===== src/rtl/dft_sequencer.sv =====
// Direct-DFT (MAC mode) sequencer: drives cache fill, (n,k) issue, pipeline-aligned
// accumulator enables and the X[k] write-back handshake for a MAC_LAT-deep multiplier path.
module dft_sequencer #(
  parameter int ADDR_W  = 12,
  parameter int MAC_LAT = 2
) (
  input  logic              clk,
  input  logic              n_Reset,
  input  logic              mac_en,
  input  logic              start,
  input  logic [ADDR_W-1:0] samp_number,
  input  logic              load_done,
  output logic              cache_wr,
  output logic [ADDR_W-1:0] n_index,
  output logic [ADDR_W-1:0] k_index,
  output logic              acc_ce,
  output logic              acc_first,
  output logic              res_valid,
  input  logic              res_ready,
  output logic [ADDR_W-1:0] res_addr,
  output logic              busy,
  output logic              done,
  output logic [2:0]        state
);

  // state              | meaning
  // IDLE / LOAD_WAIT   | wait for start / for all N samples in RAM
  // CACHE_FILL/COMPUTE | copy RAM into cache / issue one (n,k) product per cycle
  // DRAIN/WRITE/DONE   | flush MAC pipe / hand X[k] to RAM / completion pulse
  typedef enum logic [2:0] {
    S_IDLE       = 3'd0,
    S_LOAD_WAIT  = 3'd1,
    S_CACHE_FILL = 3'd2,
    S_COMPUTE    = 3'd3,
    S_DRAIN      = 3'd4,
    S_WRITE      = 3'd5,
    S_DONE       = 3'd6
  } state_e;

  localparam logic [2:0] DRAIN_LOAD = (MAC_LAT > 0) ? 3'(MAC_LAT - 1) : 3'd0;

  state_e            state_q, state_d;
  logic [ADDR_W-1:0] len_q, len_d;
  logic [ADDR_W-1:0] n_q, n_d;
  logic [ADDR_W-1:0] k_q, k_d;
  logic [2:0]        drain_q, drain_d;
  logic [ADDR_W-1:0] n_last;
  logic              issue_valid;
  logic              issue_first;

  assign n_last = len_q - ADDR_W'(1);

  always_ff @(posedge clk or negedge n_Reset) begin
    if (!n_Reset) begin
      state_q <= S_IDLE;
      len_q   <= '0;
      n_q     <= '0;
      k_q     <= '0;
      drain_q <= '0;
    end else begin
      state_q <= state_d;
      len_q   <= len_d;
      n_q     <= n_d;
      k_q     <= k_d;
      drain_q <= drain_d;
    end
  end

  always_comb begin
    state_d     = state_q;
    len_d       = len_q;
    n_d         = n_q;
    k_d         = k_q;
    drain_d     = drain_q;
    cache_wr    = 1'b0;
    issue_valid = 1'b0;
    res_valid   = 1'b0;
    case (state_q)
      S_IDLE: begin
        if (start && mac_en) begin
          len_d   = samp_number;
          n_d     = '0;
          k_d     = '0;
          state_d = S_LOAD_WAIT;
        end
      end
      S_LOAD_WAIT: begin
        // An empty transform completes without touching the cache or MACs.
        if (len_q == '0) begin
          state_d = S_DONE;
        end else if (load_done) begin
          n_d     = '0;
          state_d = S_CACHE_FILL;
        end
      end
      S_CACHE_FILL: begin
        cache_wr = 1'b1;
        if (n_q == n_last) begin
          n_d     = '0;
          k_d     = '0;
          state_d = S_COMPUTE;
        end else begin
          n_d = n_q + ADDR_W'(1);
        end
      end
      S_COMPUTE: begin
        issue_valid = 1'b1;
        if (n_q == n_last) begin
          n_d     = '0;
          drain_d = DRAIN_LOAD;
          state_d = (MAC_LAT == 0) ? S_WRITE : S_DRAIN;
        end else begin
          n_d = n_q + ADDR_W'(1);
        end
      end
      S_DRAIN: begin
        if (drain_q == 3'd0) begin
          state_d = S_WRITE;
        end else begin
          drain_d = drain_q - 3'd1;
        end
      end
      S_WRITE: begin
        res_valid = 1'b1;
        if (res_ready) begin
          n_d = '0;
          if (k_q == n_last) begin
            k_d     = '0;
            state_d = S_DONE;
          end else begin
            k_d     = k_q + ADDR_W'(1);
            state_d = S_COMPUTE;
          end
        end
      end
      S_DONE: begin
        state_d = S_IDLE;
      end
      default: begin
        state_d = S_IDLE;
      end
    endcase
  end

  assign issue_first = issue_valid && (n_q == '0);

  // Accumulator controls trail the issue by exactly the multiplier latency.
  generate
    if (MAC_LAT == 0) begin : g_no_delay
      assign acc_ce    = issue_valid;
      assign acc_first = issue_first;
    end else begin : g_delay
      logic [MAC_LAT-1:0] ce_pipe_q, ce_pipe_d;
      logic [MAC_LAT-1:0] first_pipe_q, first_pipe_d;

      always_comb begin
        ce_pipe_d    = MAC_LAT'({ce_pipe_q, issue_valid});
        first_pipe_d = MAC_LAT'({first_pipe_q, issue_first});
      end

      always_ff @(posedge clk or negedge n_Reset) begin
        if (!n_Reset) begin
          ce_pipe_q    <= '0;
          first_pipe_q <= '0;
        end else begin
          ce_pipe_q    <= ce_pipe_d;
          first_pipe_q <= first_pipe_d;
        end
      end

      assign acc_ce    = ce_pipe_q[MAC_LAT-1];
      assign acc_first = first_pipe_q[MAC_LAT-1];
    end
  endgenerate

  assign n_index  = n_q;
  assign k_index  = k_q;
  assign res_addr = k_q;
  assign busy     = (state_q != S_IDLE);
  assign done     = (state_q == S_DONE);
  assign state    = state_q;

endmodule


===== config.mk =====
export PLATFORM = sky130hd
export DESIGN_NAME = dft_sequencer
export DESIGN_NICKNAME = d
export VERILOG_FILES = /design/src/rtl/dft_sequencer.sv
export SDC_FILE = /design/constraint.sdc
export NUM_CORES = 1
export LEC_CHECK = 0
export CORE_MARGIN = 2
export CORE_UTILIZATION = 52
export CTS_CLUSTER_SIZE = 40
export DETAILED_ROUTE_END_ITERATION = 6
export HOLD_SLACK_MARGIN = 0.02
export PLACE_DENSITY_LB_ADDON = 0.1
export SLEW_MARGIN = 25
export SYNTH_ARGS = -nofsm -noshare
export SYNTH_HDL_FRONTEND = slang
export SYNTH_SLANG_ARGS = --single-unit

===== constraint.sdc =====
create_clock -name clk -period 3.8 [get_ports clk]
set_input_delay 0.38 -clock clk [delete_from_list [all_inputs] [get_ports clk]]
set_output_delay 0.38 -clock clk [all_outputs]
set_load 0.03 [all_outputs]

==> reports/qor.yml <==
hold_slack_ns: 0.06332
antenna_found_initial: 0
ant_nets: 0
worstSetupPathType: "flip-flop to flip-flop"
cts-resized-gates: 0
dp_slack_ns: 0.3387
insertion_delay_ns: 0.30
worst-path-max-fanout: 13
power_density_nw_per_um2: 618.3
relSlewSlack: 0.5514
first_iter_violations: 148
syn_to_final_growth_pct: 21.54
gp_congestion: 0.8236
p_leak_nw: 1.623
syn_area_per_cell_um2: 9.250
synth-main-ff-cell: "dfrtp_1"
rsz0062_at_grt: "no"
setup_viol: 0
num_antenna_cells: 0
hold_viol: 0
cts_tree: "built"
clock_path_buffers: 2
swShare: 0.4368
wl_per_cell_um: 16.08
core-area_um2: 5921
initial_core_util: 0.5406
cts_made_buffers: 5
root_buffer: "clkbuf_8"
peakVddDrop_mv: 0.5528
fp.dieW_um: 82.46
ys_types: 66
pwr-share-clk: 0.134
fin_util: 0.6570
grt_use_total: 0.2460
p_int_mw: 1.355
synth_edf_count: 0
ys_ff_latch: 46
p_comb_frac: 0.518
ys_seq_area_frac: 0.3597
first_global_vias: 2594
num-fill-cells: 489
yosysTopAreaCell: "dfrtp_1"
postCtsHoldBufs: 0
drc: 0
pwr-share-seq: 0.349
p_sw_mw: 1.051
slowest_stage: "or4b_1"
synth_top_cell_area_share: 0.3597
layout_commonest_cell: "clkdlybuf4s50_1"
die_y_um: 82.46
synth.area.top_cells: "dfrtp_1 (36%), xnor2_1 (5.5%), nor2_1 (3.5%)"
port_buffers: 62
clk_pin_slew_ns: 0.09
grt_pass1_wl_mm: 12.63
globalRouteOverflowTotal: 0
num_vias: 2749
path_cells: "inv_1, ha_1, or4b_1, or4_4, a311oi_2, nand4_2, o31ai_4, nor2_4, mux2_2"
worstPathRequired_ns: 4.00
fin_crit_sh: 0.9148
final.setup.tns_ns: 0
ys_warn_count: 0
htreeDepth: 2
rows: 28
vias_per_cell: 5.849
wirelength_mm: 7.556
arrival_ns: 3.67
post-route-min-period_ns: 3.476
dp_hpwl_mm: 5.713
post-cts-setup-buffer-count: 0
cts_num_sinks: 46
ios: 63
layout_common_cells: "clkdlybuf4s50_1 (61), dfrtp_1 (46), nor2_1 (30)"
drt_first_pass_iters: 5
cp-start-kind: "flip-flop"
fmax_mhz: 287.7
async_flop_share: 1.000
synthCells: 346
min_path_type: "input port to async pin"
cap_violations: 0
clock_skew_ns: 0.005219
slew_violations: 0
die-area_um2: 6799
total_power_mw: 2.405
grt_max_degree: 47
netlist_area_um2: 3201
worst_pin_slew_ns: 0.6667
crit_path_max_incr_delay_ns: 0.64
outcome: "finished, final reports clean"
nets: 418
finalWorstSetupSlack_ns: 0.3238
drive_above_1_share: 0.09367
syn-num-nets: 370
cp-end-kind: "flip-flop"
[power groups by stage]
stage / sequential, mW / clock [mW] / combinational (mW)
finish: 0.839 / 0.321 / 1.25
global route: 0.873 / 0.349 / 1.36
CTS: 0.842 / 0.327 / 1.25
detailed placement: 0.848 / 0 / 1.24
global placement: 0.839 / 0 / 1.22
floorplan: 0.877 / 0 / 0.832
[cell usage after synthesis, drive strengths merged (4+ instances only)]
master and instances:
a22o 10, and3 7, nor3 13, or4 4
nand2 23, xnor3 4, nor2 31, ha 6
xnor2 20, nor4 8, mux2 8, a21oi 7
o21ai 21, inv 17, nand3 14, nand4 5
xor2 7, dfrtp 46, nor2b 11, buf 15
nand3b 4, clkbuf 11, nand2b 7
[critical path: cells and delay by family (launching register included)]
kind                     cells  cell delay, ns
buffers and inverters        1            0.09
AND/OR/NAND/NOR              4            1.43
adder cells (fa/ha/maj)      1            0.24
multiplexers                 1            0.29
AO/OA/AOI/OAI                2            0.86
flip-flops                   1            0.44
[state kept, by name, indices dropped and copies added, names as in the netlist]
name and cells:
drain_q 3, k_index 12, n_index 12, state 3, g_delay.ce_pipe_q 2, len_q 12, g_delay.first_pipe_q 2
[per-stage QoR]
| stage | instances | instance area [um^2] |
|---|---|---|
| floorplan | 346 | 3201 |
| global placement | 462 | 3792 |
| detailed placement | 462 | 3792 |
| CTS | 470 | 3887 |
| global route | 470 | 3890 |
| finish | 470 | 3890 |
[cell type report]
class	instances	area, um^2	area share
multi-input combinational	257	1831	0.4706
sequential	46	1151	0.2959
timing repair buffer	67	655.6	0.1685
tap	75	93.84	0.02412
clock buffer	6	82.58	0.02123
inverter	17	63.81	0.01640
clock inverter	2	12.51	0.003216
[cell families after synthesis]
group                      Yosys count  share of synthesized area
and+or+nand+nor                    146                     0.2615
adders and majority gates            6                    0.02346
muxes                                9                    0.03128
DFF                                 46                     0.3597
AOI/OAI and AO/OA                   64                     0.1462
buffers and inverters               43                    0.06841
xor gates and xnor gates            32                     0.1095
[layer usage]
layer / global-route usage / vias to the layer above / part of all wire
met1: 0.3443 / 1311 / 0.45
li1: - / 1323 / -
met3: 0.03804 / 8 / 0.073
met4: 0.05333 / 0 / 0.012
met2: 0.4040 / 107 / 0.47
met5: 0 / - / 0
[worst paths after layout]
path / from / endpoint / slack (ns) / cells after the start
worst min register to register: g_delay.first_pipe_q[0] / g_delay.first_pipe_q[1] / 0.36 / 0
worst min-delay path: n_Reset / drain_q[1] / 0.06 / 1
worst max-delay path: len_q[0] / k_index[0] / 0.32 / 9
worst max register to register: len_q[0] / k_index[0] / 0.32 / 9
min in group clk: g_delay.first_pipe_q[0] / g_delay.first_pipe_q[1] / 0.36 / 0
max in group asynchronous: n_Reset / len_q[11] / 3.35 / 1
No activity file was read; power rests on OpenSTA's default activity.
